`config.mk`:
```
export PLATFORM = sky130hd
export DESIGN_NAME = duck_shot_controller
export DESIGN_NICKNAME = d
export VERILOG_FILES = /design/src/rtl/duck_shot_controller.sv
export SDC_FILE = /design/constraint.sdc
export NUM_CORES = 1
export LEC_CHECK = 0
export BUFFER_PORTS_ARGS = -buffer_cell sky130_fd_sc_hd__buf_4
export CORE_ASPECT_RATIO = 1.4
export CORE_MARGIN = 4
export CORE_UTILIZATION = 35
export DETAILED_ROUTE_END_ITERATION = 6
export GPL_ROUTABILITY_DRIVEN = 0
export GPL_TIMING_DRIVEN = 0
export PLACE_DENSITY = 0.59
export SYNTH_ARGS = -nofsm -noshare
export SYNTH_HDL_FRONTEND = slang
export SYNTH_SLANG_ARGS = --single-unit
```
`constraint.sdc`:
```
create_clock -name clk -period 2.4 [get_ports clk]
set_clock_uncertainty 0.1 [all_clocks]
set_input_delay 0.36 -clock clk [delete_from_list [all_inputs] [get_ports clk]]
set_output_delay 0.36 -clock clk [all_outputs]
set_load 0.02 [all_outputs]
```
`src/rtl/duck_shot_controller.sv`:
```
// duck_shot_controller
//   Sequences one shooting round of the duck hunt game: turns trigger presses
//   into single clicks, waits out the hit-detector latency, samples the
//   detector once per shot, keeps the ammunition count and the saturating
//   score, and freezes the duck for a number of frames after a hit.
//
// Ports
//   clk              system (pixel) clock
//   rst_n            asynchronous active-low reset
//   new_frame        one-cycle pulse per video frame
//   round_start      one-cycle pulse, arms a new round from IDLE or DONE
//   mouse_left       left-button level, synchronous to clk
//   mouse_on_target  registered hit-detector output
//   shots_left       remaining shots in the current round
//   duck_hit         one-cycle pulse when a shot hits
//   duck_freeze      high while the duck is held after a hit
//   shot_fired       one-cycle pulse for every accepted shot
//   round_over       high while the round is finished
//   round_won        valid while round_over is high, 1 = duck was hit
//   score            accumulated score, kept across rounds
module duck_shot_controller #(
    parameter int SHOTS_PER_ROUND = 3,
    parameter int DETECT_LATENCY  = 1,
    parameter int HIT_HOLD_FRAMES = 30,
    parameter int POINTS_PER_HIT  = 100,
    parameter int SCORE_W         = 16
) (
    input  logic               clk,
    input  logic               rst_n,
    input  logic               new_frame,
    input  logic               round_start,
    input  logic               mouse_left,
    input  logic               mouse_on_target,
    output logic [2:0]         shots_left,
    output logic               duck_hit,
    output logic               duck_freeze,
    output logic               shot_fired,
    output logic               round_over,
    output logic               round_won,
    output logic [SCORE_W-1:0] score
);

    typedef enum logic [2:0] {
        S_IDLE,
        S_ARMED,
        S_WAIT_DET,
        S_EVAL,
        S_HOLD,
        S_DONE
    } state_t;

    localparam logic [2:0] SHOTS_INIT = 3'(SHOTS_PER_ROUND);
    localparam logic [2:0] LAT_INIT   = 3'(DETECT_LATENCY);
    localparam logic [7:0] HOLD_INIT  = 8'(HIT_HOLD_FRAMES);

    state_t     state;
    logic       mouse_left_q;
    logic [2:0] lat_cnt;
    logic [7:0] frame_cnt;
    logic       click;

    // A held button produces exactly one click on its rising edge.
    assign click = mouse_left & ~mouse_left_q;

    // Add one hit worth of points, clamping at all-ones instead of wrapping.
    function automatic logic [SCORE_W-1:0] sat_add(input logic [SCORE_W-1:0] a);
        logic [SCORE_W:0] sum;
        sum = {1'b0, a} + (SCORE_W+1)'(POINTS_PER_HIT);
        return sum[SCORE_W] ? {SCORE_W{1'b1}} : sum[SCORE_W-1:0];
    endfunction

    always_ff @(posedge clk or negedge rst_n) begin
        if (!rst_n) begin
            state        <= S_IDLE;
            mouse_left_q <= 1'b0;
            lat_cnt      <= '0;
            frame_cnt    <= '0;
            shots_left   <= '0;
            duck_hit     <= 1'b0;
            duck_freeze  <= 1'b0;
            shot_fired   <= 1'b0;
            round_over   <= 1'b0;
            round_won    <= 1'b0;
            score        <= '0;
        end else begin
            mouse_left_q <= mouse_left;
            shot_fired   <= 1'b0;
            duck_hit     <= 1'b0;

            case (state)
                // A click arriving together with round_start is not a shot:
                // clicks are only accepted once ARMED.
                S_IDLE, S_DONE: begin
                    if (round_start) begin
                        state      <= S_ARMED;
                        shots_left <= SHOTS_INIT;
                        round_won  <= 1'b0;
                        round_over <= 1'b0;
                    end
                end

                // The EVAL cycle lands DETECT_LATENCY cycles after the click
                // cycle; latencies 0 and 1 both go straight to EVAL.
                S_ARMED: begin
                    if (click) begin
                        shot_fired <= 1'b1;
                        shots_left <= shots_left - 3'd1;
                        lat_cnt    <= LAT_INIT;
                        state      <= (DETECT_LATENCY <= 1) ? S_EVAL : S_WAIT_DET;
                    end
                end

                S_WAIT_DET: begin
                    lat_cnt <= lat_cnt - 3'd1;
                    if (lat_cnt == 3'd2) begin
                        state <= S_EVAL;
                    end
                end

                // shots_left already holds the post-shot count here.
                S_EVAL: begin
                    if (mouse_on_target) begin
                        duck_hit    <= 1'b1;
                        score       <= sat_add(score);
                        frame_cnt   <= HOLD_INIT;
                        duck_freeze <= 1'b1;
                        state       <= S_HOLD;
                    end else if (shots_left == 3'd0) begin
                        round_over <= 1'b1;
                        round_won  <= 1'b0;
                        state      <= S_DONE;
                    end else begin
                        state <= S_ARMED;
                    end
                end

                // Leaving on the frame that would take the counter to zero.
                S_HOLD: begin
                    if (new_frame) begin
                        if (frame_cnt == 8'd1) begin
                            duck_freeze <= 1'b0;
                            round_over  <= 1'b1;
                            round_won   <= 1'b1;
                            state       <= S_DONE;
                        end else begin
                            frame_cnt <= frame_cnt - 8'd1;
                        end
                    end
                end

                default: state <= S_IDLE;
            endcase
        end
    end

endmodule
```
==> flow_summary.toml, run 1 <==
[sta]
fin_tns_setup_ns = 0
slew_headroom_pct = 54.68
fmax_ghz = 0.5198
rsz0062_at_grt = "no"
min_period_ns = 1.924
hold_violations = 0
setup_violations = 0
fin_crit_sh_pct = 80.16
drv_slew = 0
worst_pin_slew_ns = 0.6753

[setup_path]
crit_type = "flip-flop to flip-flop"
slowest_stage = "a311oi_1"
critPathMaxStageDelay_ns = 0.64
cp-start-kind = "flip-flop"
crit_arrival_ns = 2.00
required_ns = 2.48
cp-startpoint = "score[2]"
worstPathCellList = "a311oi_1 -> nor3_2 -> nand4_1 -> mux2_2"
cp-endpoint = "score[15]"
crit_fanout = 5
regToRegSetupSlack_ns = 0.48
critPathCaptureType = "flip-flop"
cp_num_buf_inv = 0
r2r-end = "score[15]"
reg2reg_from = "score[2]"
path_depth = 4
r2r.worst_path.cells = 4
crit_family = "compound AO/OA/AOI/OAI gates"

[synth]
ys_ff_latch = 38
synth_edf_count = 0
yosys_warnings = 0
synth_top_cell_by_area = "dfrtp_1"
synthFlopType = "dfrtp_1"
synth_nets = 221
async_reset_ff_share_pct = 100.0
ys_types = 53
synth_most_common_cell = "dfrtp_1"
synth_top_area_share_pct = 46.31
yosysSeqAreaShare_pct = 46.31
netlist_area_mm2 = 0.002053
syn_inst = 208
syn_avg_cell_area_um2 = 9.871
synth_commonest_cells = "dfrtp_1 (38), nand2_1 (27), nor2_1 (17)"
synth_area_leaders = "dfrtp_1 (46%), nand2_1 (4.9%), ha_1 (4.3%)"

[detailed_routing]
dr.pass1.iters = 4
drcViolationCount = 0
drtIter0Drc = 69
num_vias = 1592
drt-total-wl_mm = 4.415
antenna_left = 0
via_per_inst = 5.070
wire_per_inst_um = 14.06

[global_route]
grt_pass1_wl_mm = 7.707
use_met1_pct = 15.70
grt_usage_pct = 13.45
overflow = 0
first_global_vias = 1658
grt_max_degree = 39
use_met2_pct = 23.23
antenna_found_initial = 0
top_usage_layer = "met2"
met3_usage_pct = 2.857

[final_layout]
diodes = 0
nFillCells = 577
final_area_mm2 = 0.002475
syn2layout_area_growth_pct = 20.54
drive_above_1_share_pct = 23.17
nets = 258

[die]
rows = 32
ios = 30
coreArea_mm2 = 0.005605
die_area_mm2 = 0.007173
die_h_um = 98.63
dieWidth_um = 72.73
start_util_pct = 36.63

[power]
ir_drop_mv = 0.4586
leakagePower_nw = 1.133
power_density_mw_per_mm2 = 1091

[clocking]
cts_inserted_buffers = 5
cts_tree = "yes"
clk_pin_slew_worst_paths_ns = 0.08
clk_latency_ns = 0.29
clockBufferDepth = 2
ctsHtreeMaxLevel = 2
cts_setup_buffers = 0
cts_sinks = 38
root_buffer = "clkbuf_8"

[job]
drv_cap = 0

[worst_hold_path]
min_path_type = "primary input to flip-flop"
holdPathStages = 1

[placed_design]
dpl_cell_area_mm2 = 0.002356
port_buffers = 29
hpwl_mm = 3.190

[run_status]
status = "finished, final reports clean"
per-stage QoR:
step           setup slack [ns]  hold slack [ns]  utilization, %  instances  power, mW
2_1_floorplan            0.5841         -0.03559               -        208      1.784
3_3_place_gp             0.5191           0.2626           42.03        305      2.155
3_5_place_dp             0.5162           0.2671           42.03        305      2.176
4_1_cts                  0.4811          0.06900           44.15        314      2.731
5_1_grt                  0.2887          0.07005           44.15        314      2.891
6_report                 0.4761          0.07887           44.15        314      2.701
worst min path at each step:
| stage | start | end |
|---|---|---|
| 6_report | mouse_left | mouse_left_q |
| 5_1_grt | mouse_left | mouse_left_q |
| 4_1_cts | mouse_left | mouse_left_q |
| 3_5_place_dp | rst_n | duck_hit |
| 3_3_place_gp | rst_n | mouse_left_q |
| 2_1_floorplan | rst_n | duck_freeze |
cells by family (layout without fill, tap and decap cells):
group                    after synthesis  after routing  share of synthesized area (%)
multiplexers                           9              9                          4.631
buffers and inverters                 18             56                          4.388
flip-flops                            38             38                          46.31
adder cells (fa/ha/maj)                7              7                          4.265
XOR/XNOR                              11             11                          4.692
AND/OR/NAND/NOR                       86             86                          23.58
AO/OA/AOI/OAI                         39             39                          12.13
registers in the layout, summed over array words and instances (netlist names):
signal        count
shot_fired        1
frame_cnt         8
shots_left        3
mouse_left_q      1
lat_cnt           3
state             3
duck_freeze       1
round_over        1
score            15
round_won         1
duck_hit          1
timing repair:
item                      4_1_cts  5_1_grt
gates resized for setup         0        0
hold buffers                    1        0
hold endpoints to repair       38        0
worst reg2reg max path: stages (launching register included):
cell,delay [ns]
dfrtp_1,0.44
a311oi_1,0.64
nor3_2,0.16
nand4_1,0.14
mux2_2,0.33
where the power goes:
group / leakage, nW / total, mW / internal (mW) / switching [mW]
clock network: 0.0579 / 0.544 / 0.306 / 0.238
logic: 0.611 / 1.07 / 0.466 / 0.605
registers: 0.464 / 1.09 / 0.843 / 0.243
per-layer routing:
| layer | vias up | part of all wire (%) | wire length [um] |
|---|---|---|---|
| met4 | 0 | 1.6 | 72 |
| met1 | 766 | 43 | 1898 |
| met5 | - | 0 | 0 |
| met2 | 23 | 52 | 2299 |
| met3 | 5 | 3.3 | 146 |
| li1 | 798 | - | - |
cell usage in the layout (no fill, tap or decap), drive strengths merged, types with 2 or more instances in the layout:
cell,synthesis,final
xnor2,7,7
a21oi,8,8
inv,10,10
nor3b,2,2
or3,2,2
o21ai,14,14
nand3,8,8
mux2i,5,5
clkinv,1,3
and2,2,2
o211ai,2,2
clkbuf,2,7
mux2,4,4
dfrtp,38,38
xor2,4,4
nand2,27,27
and3,2,2
nor4,3,3
a211oi,2,2
a211o,2,2
a31oi,2,2
nand4,4,4
nor2b,3,3
buf,5,34
nand2b,4,4
or4,2,2
nor3,3,3
nor2,17,17
ha,7,7
area by class of cell:
class / instances / area (um2) / area share (%)
clock buffers: 5 / 68.82 / 2.781
plain buffers: 7 / 43.79 / 1.769
clock inverters: 3 / 40.04 / 1.618
flip-flops and latches: 38 / 950.9 / 38.42
multi-input cells: 152 / 1012 / 40.90
inverters: 11 / 46.29 / 1.871
repair buffers: 30 / 227.7 / 9.201
well taps: 68 / 85.08 / 3.438
No activity file was read; power rests on OpenSTA's default activity.
==> inputs of run 2 (changes only) <==
clock period = 1.9 ns   (was 2.4 ns; I/O delays follow)
==> run 2 against run 1 <==
Die area unchanged. Critical path depth rose by 1. Routed wire length rose by 0.72%. Sequential share of layout area shrank 0.83 points. First-iteration DRC count is 12% higher. Clock power up 27%. Global-route usage unchanged. Cell area grew 2.5%. Critical path type unchanged.
==> flow_summary.toml, run 2 (synthesized netlist as in run 1, its figures left out) <==
[clocking]
cts_tree = "yes"
clk_pin_slew_worst_paths_ns = 0.08
cts_sinks = 38
clk_latency_ns = 0.29
ctsHtreeMaxLevel = 2
cts_inserted_buffers = 5
root_buffer = "clkbuf_8"
clockBufferDepth = 2

[setup_path]
required_ns = 1.98
crit_fanout = 4
cp-start-kind = "flip-flop"
r2r-end = "score[15]"
crit_arrival_ns = 1.89
cp-startpoint = "score[2]"
cp-endpoint = "score[15]"
r2r.worst_path.cells = 5
regToRegSetupSlack_ns = 0.09
crit_type = "flip-flop to flip-flop"
reg2reg_from = "score[2]"
critPathCaptureType = "flip-flop"

[die]
rows = 32
die_area_mm2 = 0.007173
dieWidth_um = 72.73
start_util_pct = 36.63
coreArea_mm2 = 0.005605
ios = 30
die_h_um = 98.63

[detailed_routing]
drtIter0Drc = 77
wire_per_inst_um = 13.98
antenna_left = 0
drt-total-wl_mm = 4.447
dr.pass1.iters = 4
via_per_inst = 5.060
num_vias = 1609
drcViolationCount = 0

[final_layout]
syn2layout_area_growth_pct = 23.52
regMostFlops = "score"
nets = 262
diodes = 0
layout_commonest_cell = "dfrtp_1"
largest_reg_flops = 15
fin_cells = 318
mostFrequentLayoutCells = "dfrtp_1 (36), buf_4 (34), nand2_1 (27)"
drive_above_1_share_pct = 26.00
reg_top3 = "score (15), frame_cnt (8)"

[global_route]
grt_pass1_wl_mm = 7.707
overflow = 0
grt_usage_pct = 13.45
antenna_found_initial = 0
grt_max_degree = 39
first_global_vias = 1654

[sta]
worst_pin_slew_ns = 0.4919
rsz0062_at_grt = "no"
setup_ws_ns = 0.09021
min_period_ns = 1.810
drv_slew = 0
setup_violations = 0
fmax_ghz = 0.5526
hold_violations = 0
fin_crit_sh_pct = 95.25
fin_tns_setup_ns = 0
slew_headroom_pct = 67.21

[power]
power_mw = 3.491
pwr-share-seq_pct = 39.5
p_clk_share_pct = 19.7
p_int_mw = 2.088
ir_drop_mv = 0.5880
comb_power_share_pct = 40.7
switching_share_pct = 40.19
leakagePower_nw = 1.155
power.switching_mw = 1.403
power_density_mw_per_mm2 = 1376

[placed_design]
hpwl_mm = 3.190
pre_cts_ws_ns = 0.01620
dp_cells = 305
port_buffers = 29

[job]
drv_cap = 0

[run_status]
status = "finished, final reports clean"

[worst_hold_path]
min_path_type = "primary input to flip-flop"
-- run 2: layer usage --
metal	up-vias	routed length (um)	part of all wire, %	GRT usage [%]
met3	5	139	3.1	2.857
met1	777	1901	43	15.70
li1	806	-	-	-
met2	21	2331	52	23.23
met4	0	75	1.7	5.824
met5	-	0	0	0
-- run 2: worst min-delay path by stage --
stage | start | to | slack [ns] | cells after the start
3_5_place_dp | rst_n | duck_hit | 0.19 | 1
2_1_floorplan | rst_n | duck_freeze | -0.11 | 0
5_1_grt | round_start | state[2] | 0.25 | 4
4_1_cts | round_start | state[2] | 0.21 | 4
6_report | round_start | state[2] | 0.22 | 4
3_3_place_gp | rst_n | mouse_left_q | 0.19 | 1
-- run 2: through the flow --
step / utilization (%) / instance area (um2) / hold WS (ns)
5_1_grt: 45.25 / 2536 / 0.2535
4_1_cts: 44.49 / 2494 / 0.2077
3_3_place_gp: 42.03 / 2356 / 0.1876
6_report: 45.25 / 2536 / 0.2155
2_1_floorplan: - / 2053 / -0.1106
3_5_place_dp: 42.03 / 2356 / 0.1921
-- run 2: power by group through the flow --
| stage | Sequential, mW | Clock [mW] | Combinational (mW) |
|---|---|---|---|
| floorplan | 1.50 | 0 | 0.751 |
| global placement | 1.38 | 0 | 1.34 |
| detailed placement | 1.38 | 0 | 1.37 |
| CTS | 1.38 | 0.708 | 1.38 |
| global route | 1.42 | 0.730 | 1.57 |
| finish | 1.38 | 0.689 | 1.42 |
-- run 2: timing repair --
action / in CTS / in global routing
resized for setup: 2 / 5
hold endpoints to repair: 39 / 0
setup buffers: 0 / 3
hold buffers: 2 / 0
setup endpoints to repair: 3 / 12
pin swaps: 0 / 0
-- run 2: cell type report --
class / instances / area [um2]
Clock buffer: 5 / 68.82
Sequential cell: 38 / 953.4
Timing Repair Buffer: 34 / 260.3
Clock inverter: 3 / 40.04
Fill cell: 569 / 3069
Inverter: 11 / 46.29
Multi-Input combinational cell: 152 / 1039
Tap cell: 68 / 85.08
Buffer: 7 / 43.79
-- run 2: worst max-delay path, cell delays in order, from the launching register on --
cell      delay (ns)
dfrtp_2         0.43
buf_4           0.16
a311oi_2        0.42
nor3_2          0.13
nand4_1         0.12
mux2_2          0.33
